==> src/rtl/alu_exec_unit.sv <==
// ALU execution unit: registered ALU results behind valid/ready handshakes.
// Optional iterative multiply on code 101 when ALU_MUL_EN is defined.
module alu_exec_unit #(
    parameter int WIDTH = 32
) (
    input  logic             clk,
    input  logic             rst_n,
    input  logic             in_valid,
    output logic             in_ready,
    input  logic [2:0]       alu_control,
    input  logic [WIDTH-1:0] src_a,
    input  logic [WIDTH-1:0] src_b,
    output logic             out_valid,
    input  logic             out_ready,
    output logic [WIDTH-1:0] result,
    output logic             zero,
    output logic             illegal
);

`ifdef ALU_MUL_EN
    typedef enum logic [1:0] {IDLE = 2'd0, CALC = 2'd1, HOLD = 2'd2} state_t;
`else
    typedef enum logic [1:0] {IDLE = 2'd0, HOLD = 2'd2} state_t;
`endif

    state_t state;
    state_t next_state;

    logic             accept;
    logic             is_mul;
    logic             mul_done;
    logic [WIDTH-1:0] op_result;
    logic             op_illegal;

    assign in_ready  = (state == IDLE) || ((state == HOLD) && out_ready);
    assign out_valid = (state == HOLD);
    assign accept    = in_valid && in_ready;

    always_comb begin
        op_result  = '0;
        op_illegal = 1'b0;
        unique case (1'b1)
            (alu_control == 3'b000): op_result = src_a + src_b;
            (alu_control == 3'b001): op_result = src_a - src_b;
            (alu_control == 3'b010): op_result = src_a & src_b;
            (alu_control == 3'b011): op_result = src_a | src_b;
            (alu_control == 3'b100):
                op_result = {{(WIDTH-1){1'b0}},
                             ($signed(src_a) < $signed(src_b))};
            default: op_illegal = 1'b1;
        endcase
    end

`ifdef ALU_MUL_EN
    localparam int CW = (WIDTH > 1) ? $clog2(WIDTH) : 1;

    logic [WIDTH-1:0] mul_a;
    logic [WIDTH-1:0] mul_b;
    logic [WIDTH-1:0] acc;
    logic [WIDTH-1:0] acc_next;
    logic [CW-1:0]    cnt;

    assign is_mul   = (alu_control == 3'b101);
    assign acc_next = mul_b[0] ? (acc + mul_a) : acc;
    assign mul_done = (state == CALC) && (cnt == CW'(WIDTH - 1));

    // Shift-add: one multiplier bit consumed per CALC edge
    always_ff @(posedge clk or negedge rst_n) begin
        if (!rst_n) begin
            mul_a <= '0;
            mul_b <= '0;
            acc   <= '0;
            cnt   <= '0;
        end else if (accept && is_mul) begin
            mul_a <= src_a;
            mul_b <= src_b;
            acc   <= '0;
            cnt   <= '0;
        end else if (state == CALC) begin
            mul_a <= mul_a << 1;
            mul_b <= mul_b >> 1;
            acc   <= acc_next;
            cnt   <= cnt + 1'b1;
        end
    end
`else
    assign is_mul   = 1'b0;
    assign mul_done = 1'b0;
`endif

    always_ff @(posedge clk or negedge rst_n) begin
        if (!rst_n) begin
            state <= IDLE;
        end else begin
            state <= next_state;
        end
    end

    always_comb begin
        next_state = state;
        unique case (state)
            IDLE: begin
                if (in_valid) begin
`ifdef ALU_MUL_EN
                    next_state = is_mul ? CALC : HOLD;
`else
                    next_state = HOLD;
`endif
                end
            end
            HOLD: begin
                if (out_ready) begin
                    if (!in_valid) begin
                        next_state = IDLE;
`ifdef ALU_MUL_EN
                    end else if (is_mul) begin
                        next_state = CALC;
`endif
                    end else begin
                        next_state = HOLD;
                    end
                end
            end
`ifdef ALU_MUL_EN
            CALC: begin
                if (mul_done) begin
                    next_state = HOLD;
                end
            end
`endif
            default: next_state = IDLE;
        endcase
    end

    always_ff @(posedge clk or negedge rst_n) begin
        if (!rst_n) begin
            result  <= '0;
            zero    <= 1'b0;
            illegal <= 1'b0;
        end else if (accept && !is_mul) begin
            result  <= op_result;
            zero    <= (op_result == '0);
            illegal <= op_illegal;
`ifdef ALU_MUL_EN
        end else if (mul_done) begin
            result  <= acc_next;
            zero    <= (acc_next == '0);
            illegal <= 1'b0;
`endif
        end
    end

endmodule

==> config.mk <==
export PLATFORM = sky130hd
export DESIGN_NAME = alu_exec_unit
export DESIGN_NICKNAME = d
export VERILOG_FILES = /design/src/rtl/alu_exec_unit.sv
export SDC_FILE = /design/constraint.sdc
export NUM_CORES = 1
export LEC_CHECK = 0
export BUFFER_PORTS_ARGS = -buffer_cell sky130_fd_sc_hd__buf_2
export CORE_ASPECT_RATIO = 0.6
export CORE_MARGIN = 5
export CORE_UTILIZATION = 51
export CTS_BUF_LIST = sky130_fd_sc_hd__clkbuf_2 sky130_fd_sc_hd__clkbuf_4 sky130_fd_sc_hd__clkbuf_8
export DETAILED_ROUTE_END_ITERATION = 8
export GPL_TIMING_DRIVEN = 0
export PLACE_DENSITY_LB_ADDON = 0.15
export REMOVE_ABC_BUFFERS = 1
export SETUP_SLACK_MARGIN = 0.02
export SLEW_MARGIN = 20
export SYNTH_ARGS = -nofsm -noshare
export SYNTH_HDL_FRONTEND = slang
export SYNTH_SLANG_ARGS = --single-unit
==> constraint.sdc <==
create_clock -name clk -period 1.8 [get_ports clk]
set_input_delay 0.09 -clock clk [delete_from_list [all_inputs] [get_ports clk]]
set_output_delay 0.09 -clock clk [all_outputs]
set_load 0.05 [all_outputs]
==> metrics.txt, run 1 <==
drt pass-1 iters=8; main combinational cell family by area after synthesis=compound AO/OA/AOI/OAI gates; Final Wtd Congestion=0.970; Final nets=1261; Global Route Usage Sum=0.303; final hold violations=0; CP Buf/Inv Count=3; post-synthesis adder-cell area fraction=0.193; initial core utilization=0.514; critical path's slowest cell=a2111o_1; crit start category=input port; Synth Area in Simple Gates=0.222; top cell type's share of synthesized area=0.187; Post-Syn Area per Cell=7.21 sq um; failing checks=negative setup slack; final period utilization=1.80; Worst path top cell family by delay=compound AO/OA/AOI/OAI gates; Netlist cell types=87; Clock Path Buffers=2; max cap viols=0; min Tclk post-route=roughly 3.2 ns; relative max-transition margin=0.457; pin count of the biggest net entering global routing=48; pre-CTS setup slack=-2.49 ns; post-route cell area=8940 sq um; CTS tree=built; CP endpoint kind=register; Die H=roughly 100 um; Initial DRC Count=1130; worst-path maximum fanout=4; sequential fraction of the synthesis area=0.126; arrival time at the worst endpoint=3.44 ns; async set-reset flop share out of synthesis=1.00; Worst Slack Setup Final=-1.44 ns; clock skew=0.00657 ns; CTS sink count=35; cell count after synthesis=963; peak supply drop=0.330 mV; setup TNS=-15.65 ns; number of flops mapped to enable cells by yosys=0; critical path required time=2.00 ns; DP Wirelength=18500 um; HP Class=input port to register; commonest cells in the netlist=nor2_1 (106), ha_1 (104), nand2_1 (99); static leakage=4.00 nW; Overflow after GRT=0; core area=roughly 14000 sq um; mux cell area share after synthesis=0.0240; register bit total from synthesis=35; most frequent cell after synthesis=nor2_1; Synth area leader=ha_1; # DRC=0; Synth area leaders=ha_1 (19%), dfrtp_1 (13%), a21oi_1 (5.8%); Setup Viol. Count Final=29; mapped cell area=6940 sq um; diode count=0; Cell Chain, Critical Path=buf_12 > inv_8 > ha_4 > buf_6 > o21ba_4 > nor4_4 > o21ai_4 > a21oi_2 > nor2_2 > mux2_4 > a2111o_1 > nor4b_2 > o2111ai_1 > or4_4 > o41ai_2; Vias=8151; Power Density=roughly 560 nW/um^2; port bufs=between 100 and 150; Compound-Gate Fraction of Synth Area=0.298; cell area after placement=a little over 7000 sq um; final wirelength=about 26000 um; Slowest Stage Delay on Critical Path=0.47 ns; Max Freq=309 MHz; first-pass GRT wire length=approximately 40000 um; worst skew pair latency=0.29 ns; Post-DRT Antenna Nets=0; IO Pins=107; H-Tree Depth=2; Via density=6.47; die area=between 15000 and 20000 sq um; Slew Viols, Final=0; unrepaired setup endpoints after global routing=yes; antenna violations before repair=0; share of cells above drive strength 1=0.337; vias in the first global route=approximately 7200; post-synthesis xor/xnor area fraction=0.0189; total CTS buffers=5; Main synth FF type=dfrtp_1; status=complete, but fails checks; width of the die=161 um; Root Driver=clkbuf_8; synth warn=0; Wirelength per Cell=about 21 um; # rows=33; worst slew pin tran=0.811 ns; critical path type=input port to register; clock transition at the registers of the reported paths=around 0.080 ns; Layout area overhead=28.7%; post-layout util=0.662
## worst register-to-register path, stage by stage, from the launching register on
cell       delay, ns
dfrtp_1         0.39
nand2b_1        0.17
nand2_2         0.46
a221oi_2        0.49
nand4_1         0.22
nor2_1          0.13
o2111ai_1       0.13
or4_4           0.44
o41ai_2         0.33
## cell usage in the layout (no fill, tap or decap), types with 9 or more instances in the layout
| master | Yosys | final |
|---|---|---|
| dfrtp_1 | 35 | 35 |
| buf_4 | 0 | 56 |
| nor3_1 | 24 | 19 |
| ha_4 | 0 | 17 |
| nand2b_1 | 13 | 12 |
| o21ai_2 | 1 | 13 |
| o21ai_0 | 70 | 39 |
| nand2_1 | 99 | 97 |
| nand3_1 | 17 | 16 |
| ha_1 | 104 | 81 |
| buf_6 | 14 | 10 |
| a211oi_2 | 1 | 10 |
| a21oi_1 | 80 | 54 |
| buf_2 | 2 | 96 |
| a21oi_2 | 2 | 23 |
| a211oi_1 | 28 | 17 |
| inv_1 | 90 | 75 |
| xnor2_1 | 11 | 10 |
| a21o_1 | 9 | 9 |
| nand4_1 | 11 | 11 |
| a31oi_1 | 16 | 14 |
| o211ai_1 | 20 | 20 |
| o21ai_1 | 1 | 17 |
| nor2_1 | 106 | 96 |
## where the power goes
part | switching, mW | internal (mW) | total (mW) | leakage [nW]
sequential | 0.0849 | 0.908 | 0.993 | 0.441
clock | 0.315 | 0.413 | 0.728 | 0.0581
combinational | 2.12 | 1.17 | 3.29 | 3.51
total | 2.52 | 2.49 | 5.01 | 4.00
## stage by stage
step / hold WS (ns) / std cells / total power [mW]
after floorplan: -0.206 / 906 / 2.75
after global placement: 0.211 / 1187 / 3.50
after detailed placement: 0.228 / 1188 / 3.53
after CTS: 0.0241 / 1243 / 4.67
after global routing: 0.0637 / 1260 / 5.24
final: 0.0288 / 1260 / 5.01
## final cells by class
class | count | area, sq um
fillers | 1148 | 4560
multi-input cells | 780 | 6200
clock buffers | 5 | 68.8
well taps | 175 | 219
clock inverters | 3 | 43.8
repair buffers | 171 | 1160
inverters | 91 | 375
flip-flops and latches | 35 | 876
## kinds of logic after synthesis
kind of cell | Yosys count
and+or+nand+nor | 330
AOI/OAI and AO/OA | 313
xor gates and xnor gates | 15
adders and majority gates | 106
muxes | 16
buffers and inverters | 148
DFF | 35
## routing by layer
| layer | track usage | part of all wire |
|---|---|---|
| met1 | 0.465 | 0.45 |
| met2 | 0.419 | 0.39 |
| met3 | 0.0985 | 0.14 |
| met4 | 0.0377 | 0.021 |
| met5 | 0 | 0 |
## repair_timing
action	4_1_cts	5_1_grt
pin swaps	64	56
resized for setup	208	70
hold buffers	1	0
buffers inserted	47	21
endpoints found under the setup margin	32	30
endpoints found under the hold margin	35	0
## flip-flops by register name, summed over array words and instances, names as in the netlist
signal	count
illegal	1
state	1
zero	1
result	32
## final timing paths
path / startpoint / endpoint / slack, ns / cells past startpoint
min in group asynchronous: rst_n / result[4] / 0.45 / 2
max in group asynchronous: rst_n / result[19] / 0.83 / 2
max: src_b[1] / zero / -1.44 / 15
max reg2reg: state[1] / zero / -1.05 / 8
min: in_valid / state[1] / 0.03 / 2
min reg2reg: result[3] / result[3] / 0.47 / 2
No activity file was read; power rests on OpenSTA's default activity.
==> run 2: changes to the inputs <==
--- a/config.mk
+++ b/config.mk
@@ -6,7 +6,6 @@
 export NUM_CORES = 1
 export LEC_CHECK = 0
 export BUFFER_PORTS_ARGS = -buffer_cell sky130_fd_sc_hd__buf_2
-export CORE_ASPECT_RATIO = 0.6
 export CORE_MARGIN = 5
 export CORE_UTILIZATION = 51
 export CTS_BUF_LIST = sky130_fd_sc_hd__clkbuf_2 sky130_fd_sc_hd__clkbuf_4 sky130_fd_sc_hd__clkbuf_8
==> metrics.txt, run 2 (synthesis results as in run 1) <==
status=complete, but fails checks; failing checks=negative setup slack; first-pass GRT wire length=38100 um (-4.0%); Cell Chain, Critical Path=buf_8 > inv_4 > ha_4 > buf_4 > nor2_2 > a211o_4 > o21ai_4 > a21oi_4 > nor2_2 > mux2_4 > a2111o_1 > nor4b_2 > o2111ai_1 > or4_4 > o41ai_2; static leakage=4.01 nW (about the same); FF-to-FF End=zero; Final nets=1259 (-0.16%); non-filler instance count after layout=1259 (-0.079%); peak supply drop=0.323 mV (-2.2%); Fillers=1092 (-4.9%); relative max-transition margin=0.425 (-0.0321); CTS sink count=35 (unchanged); Layout area overhead=29.0%; Post-Place Cells=1189 (+0.084%); CP endpoint kind=register; FF-to-FF setup slack=-0.91 ns (+0.14 ns); Post-DRT Antenna Nets=0 (unchanged); initial core utilization=0.522 (+0.00798); # DRC=0 (unchanged); reg2reg path depth=8 (unchanged); antenna violations before repair=0 (unchanged); arrival time at the worst endpoint=3.44 ns (about the same); largest register by flop count=result; Initial DRC Count=1146 (+1.4%); commonest non-fill, non-tap cells in the layout=nor2_1 (97), nand2_1 (97), buf_2 (95); Vias=8019 (-1.6%); Final Wtd Congestion=0.966 (-0.42%); Sequential Area=876 sq um (unchanged); width of the die=127 um (-21%); Overflow after GRT=0 (unchanged); min-delay src=in_valid; CP Buf/Inv Count=3 (unchanged); IO Pins=107 (unchanged); clock transition at the registers of the reported paths=0.09 ns (about the same); critical path's slowest cell=a2111o_1; CTS tree=built; worst skew pair latency=0.30 ns (about the same); pin count of the biggest net entering global routing=69 (+44%); min Tclk post-route=3.24 ns (+0.00300 ns); unrepaired setup endpoints after global routing=yes; final wirelength=24900 um (-5.0%); Die H=127 um (+26%); Setup Viol. Count Final=27 (-6.9%); port bufs=106 (unchanged); Reg power frac=0.200 (+0.002); Worst Hold Depth=2 (unchanged); HP Class=input port to register; Root Driver=clkbuf_8; Clock Path Buffers=2 (unchanged); Tot Pwr=4.97 mW (-0.78%); vias in the first global route=7257 (+0.55%); final period utilization=1.80 (about the same); max cap viols=0 (unchanged); Levels on crit path=15 (unchanged); area occupied by multi-input gates=6200 sq um (+0.12%); post-layout util=0.673 (+0.0114); critical path type=input port to register; critical path's most frequent cell=nor2_2; final hold slack=0.0450 ns (+0.0162 ns); # rows=42 (+27%); Wirelength per Cell=19.8 um (-4.9%); die area=16000 sq um (-0.48%); drt pass-1 iters=6 (-2); hold worst-path end=state[1]; Via density=6.37 (-1.5%); P_int=2.48 mW (about the same); Power Density=555 nW/um^2 (-0.95%); Slew Viols, Final=0 (unchanged); critical path required time=2.00 ns (about the same); diode count=0 (unchanged); Global Route Usage Sum=0.285 (-0.0180); Largest register FFs=32 (unchanged); core area=13300 sq um (-1.5%); share of cells above drive strength 1=0.331 (-0.00584); H-Tree Depth=2 (unchanged); clock skew=0.00907 ns (+0.00250 ns); Slowest Stage Delay on Critical Path=0.45 ns (-0.02 ns); sw frac=0.500 (-0.00362); Worst path top cell family by delay=compound AO/OA/AOI/OAI gates; Clk pwr share=0.151 (+0.006); total CTS buffers=5 (unchanged); Max Freq=309 MHz (about the same); crit start category=input port; Logic pwr share=0.648 (-0.009); worst-path maximum fanout=5 (+1); worst slew pin tran=0.863 ns (+0.0518 ns); final hold violations=0 (unchanged); Sw Pwr=2.49 mW (-1.5%); DP Wirelength=17100 um (-7.4%); Worst Slack Setup Final=-1.44 ns (-0.00300 ns); RR Startpoint=state[1]
## run 2: changes by cell type in the layout (fill, tap and decap cells not counted), moves of 2 or more
| cell | previous run | this run |
|---|---|---|
| ha_4 | 17 | 19 |
| buf_4 | 56 | 54 |
| a211oi_2 | 10 | 8 |
| a21oi_1 | 54 | 59 |
| o21ai_2 | 13 | 8 |
| ha_1 | 81 | 79 |
| inv_6 | 0 | 2 |
| o22ai_1 | 6 | 3 |
| o22ai_2 | 2 | 5 |
| buf_8 | 5 | 7 |
| a21oi_2 | 23 | 18 |
| o21ai_0 | 39 | 42 |
## run 2: worst max path at each step
stage,from,endpoint,slack [ns]
after floorplan,src_b[4],zero,-1.53
after global placement,alu_control[0],zero,-3.75
after detailed placement,alu_control[0],zero,-2.62
after CTS,src_b[3],zero,-1.40
after global routing,src_b[3],zero,-1.49
final,src_b[3],zero,-1.44
## run 2: routing by layer
layer  track usage  vias to the layer above  part of all wire
li1              -                     3664                 -
met1         0.402                     3743              0.42
met2         0.464                      534              0.46
met3        0.0366                       78             0.096
met4        0.0662                        0             0.025
met5             0                        -                 0
## run 2: metrics by stage
stage | setup TNS, ns | worst slack [ns] | area (sq um)
after floorplan | -18.07 | -1.53 | 6460
after global placement | -62.41 | -3.75 | 7210
after detailed placement | -40.62 | -2.62 | 7250
after CTS | -13.17 | -1.40 | 8450
after global routing | -16.27 | -1.49 | 8950
final | -14.42 | -1.44 | 8950
## run 2: layout make-up
type / instances / area share
inverter: 91 / 0.0419
sequential: 35 / 0.0978
tap: 176 / 0.0246
multi-input combinational: 780 / 0.693
clock inverter: 3 / 0.00489
clock buffer: 5 / 0.00769
timing repair buffer: 169 / 0.130
## run 2: repair_timing
action                     4_1_cts  5_1_grt
buffers inserted                43       18
setup endpoints to repair       34       30
pin swaps                       54       66
resized for setup              187       88
hold buffers                     1        0
hold endpoints to repair        35        0
## run 2: power by group through the flow
stage	registers (mW)	clock network, mW	logic [mW]
final	0.996	0.752	3.22
after floorplan	1.42	0	1.33
after CTS	0.991	0.741	2.91
after global routing	1.01	0.773	3.42
after global placement	1.00	0	2.47
after detailed placement	1.01	0	2.50
==> run 3: changes to the inputs <==
--- a/config.mk
+++ b/config.mk
@@ -11,7 +11,7 @@
 export CTS_BUF_LIST = sky130_fd_sc_hd__clkbuf_2 sky130_fd_sc_hd__clkbuf_4 sky130_fd_sc_hd__clkbuf_8
 export DETAILED_ROUTE_END_ITERATION = 8
 export GPL_TIMING_DRIVEN = 0
-export PLACE_DENSITY_LB_ADDON = 0.15
+export PLACE_DENSITY_LB_ADDON = 0.08
 export REMOVE_ABC_BUFFERS = 1
 export SETUP_SLACK_MARGIN = 0.02
 export SLEW_MARGIN = 20
==> metrics.txt, run 3 (synthesis results as in run 1) <==
clock skew=0.00595 ns (-0.00311 ns); final wirelength=24600 um (-1.2%); relative max-transition margin=0.455 (+0.0300); drt pass-1 iters=6 (unchanged); width of the die=127 um (unchanged); arrival time at the worst endpoint=3.41 ns (-0.03 ns); worst skew pair latency=0.30 ns (about the same); commonest non-fill, non-tap cells in the layout=nor2_1 (98), nand2_1 (94), buf_2 (94); area occupied by multi-input gates=6140 sq um (-1.0%); CTS tree=built; min Tclk post-route=3.21 ns (-0.0283 ns); Layout area overhead=29.9%; CTS sink count=35 (unchanged); Max Freq=311 MHz (+0.88%); diode count=0 (unchanged); Largest register FFs=32 (unchanged); pre-CTS setup slack=-2.47 ns (+0.145 ns); IO Pins=107 (unchanged); Post-DRT Antenna Nets=0 (unchanged); Setup Viol. Count Final=27 (unchanged); Die H=127 um (unchanged); Worst Slack Setup Final=-1.41 ns (+0.0283 ns); Vias=8016 (-0.037%); worst slew pin tran=0.814 ns (-0.0487 ns); Worst Hold Depth=2 (unchanged); clock transition at the registers of the reported paths=0.08 ns (about the same); reg2reg path depth=8 (unchanged); RR Startpoint=state[1]; # rows=42 (unchanged); Final Wtd Congestion=0.946 (-2.1%); initial core utilization=0.522 (unchanged); Final nets=1271 (+0.95%); static leakage=4.07 nW (+1.5%); min-delay src=in_valid; hold worst-path end=state[1]; Tot Pwr=4.96 mW (-0.28%); non-filler instance count after layout=1271 (+0.95%); FF-to-FF setup slack=-0.90 ns (about the same); HP Class=input port to register; post-route cell area=9020 sq um (+0.75%); status=complete, but fails checks; antenna violations before repair=0 (unchanged); setup TNS=-14.88 ns (-0.455 ns); Clock Path Buffers=2 (unchanged); Via density=6.31 (-0.98%); FF-to-FF End=zero; Overflow after GRT=0 (unchanged); commonest non-fill, non-tap cell in the layout=nor2_1; Fillers=1141 (+4.5%); worst-path maximum fanout=5 (unchanged); critical path required time=2.00 ns (about the same); max cap viols=0 (unchanged); Global Route Usage Sum=0.286 (+0.000955); core area=13300 sq um (unchanged); critical path type=input port to register; DP Wirelength=17100 um (-0.40%); pin count of the biggest net entering global routing=46 (-33%); # DRC=0 (unchanged); total CTS buffers=5 (unchanged); Sequential Area=876 sq um (unchanged); unrepaired setup endpoints after global routing=yes; largest register by flop count=result; peak supply drop=0.343 mV (+6.2%); share of cells above drive strength 1=0.334 (+0.00276); final period utilization=1.78 (-0.0157); Power Density=550 nW/um^2 (-1.0%); crit start category=input port; Initial DRC Count=880 (-23%); H-Tree Depth=2 (unchanged); Post-Place Cells=1189 (unchanged); cell area after placement=7240 sq um (about the same); Root Driver=clkbuf_8; die area=16000 sq um (unchanged); final hold violations=0 (unchanged); failing checks=negative setup slack; vias in the first global route=7335 (+1.1%); Wirelength per Cell=19.4 um (-2.1%); Slew Viols, Final=0 (unchanged); CP endpoint kind=register; first-pass GRT wire length=37900 um (-0.51%); port bufs=106 (unchanged)
-- run 3: changes by cell type in the layout (fill, tap and decap cells not counted), moves of 3 or more --
cell / delta
buf_6: +10
nor4_1: +5
nor4_2: -5
buf_12: +4
buf_8: -4
inv_2: +4
inv_4: -4
buf_4: +3
nand2_1: -3
nand2_2: +3
-- run 3: timing repair --
action,4_1_cts,5_1_grt
resized for setup,203,64
hold buffers,1,0
endpoints found under the setup margin,32,29
buffers inserted,56,18
pin swaps,65,39
hold endpoints to repair,35,0
-- run 3: worst max path at each step --
stage	from	end	slack, ns
final	src_b[4]	zero	-1.41
after global routing	src_b[4]	zero	-1.47
after CTS	src_b[1]	zero	-1.42
after detailed placement	alu_control[0]	zero	-2.47
after global placement	alu_control[0]	zero	-3.71
after floorplan	src_b[4]	zero	-1.53
-- run 3: layer usage --
| metal | track usage | routed length, um | vias up |
|---|---|---|---|
| met4 | 0.0789 | 744 | 0 |
| met5 | 0 | 0 | - |
| met2 | 0.452 | 10900 | 494 |
| met1 | 0.401 | 10600 | 3750 |
| li1 | - | - | 3689 |
| met3 | 0.0521 | 2400 | 83 |
-- run 3: cell type report --
| class | instances | share of cell area |
|---|---|---|
| multi-input cells | 780 | 0.681 |
| repair buffers | 181 | 0.144 |
| flip-flops and latches | 35 | 0.0971 |
| inverters | 91 | 0.0412 |
| well taps | 176 | 0.0244 |
| clock buffers | 5 | 0.00763 |
| clock inverters | 3 | 0.00486 |
-- run 3: power breakdown --
group          internal (mW)  switching (mW)  leakage [nW]  total (mW)
logic                   1.18            2.04          3.57        3.23
registers              0.908          0.0871         0.441       0.995
clock network          0.413           0.324        0.0581       0.737
-- run 3: metrics by stage --
stage / util / hold slack (ns)
final: 0.678 / 0.0351
after global routing: 0.678 / 0.0342
after CTS: 0.648 / 0.0296
after detailed placement: 0.545 / 0.216
after global placement: 0.543 / 0.221
after floorplan: - / -0.206
-- run 3: critical path: stages --
cell,delay [ns]
buf_6,0.07
inv_2,0.04
ha_4,0.29
and2b_2,0.25
a211o_1,0.29
o21ai_4,0.19
a21oi_2,0.09
nor2_2,0.11
mux2_4,0.31
a2111o_1,0.46
nor4b_2,0.27
o2111ai_1,0.17
or4_1,0.57
o41ai_2,0.21
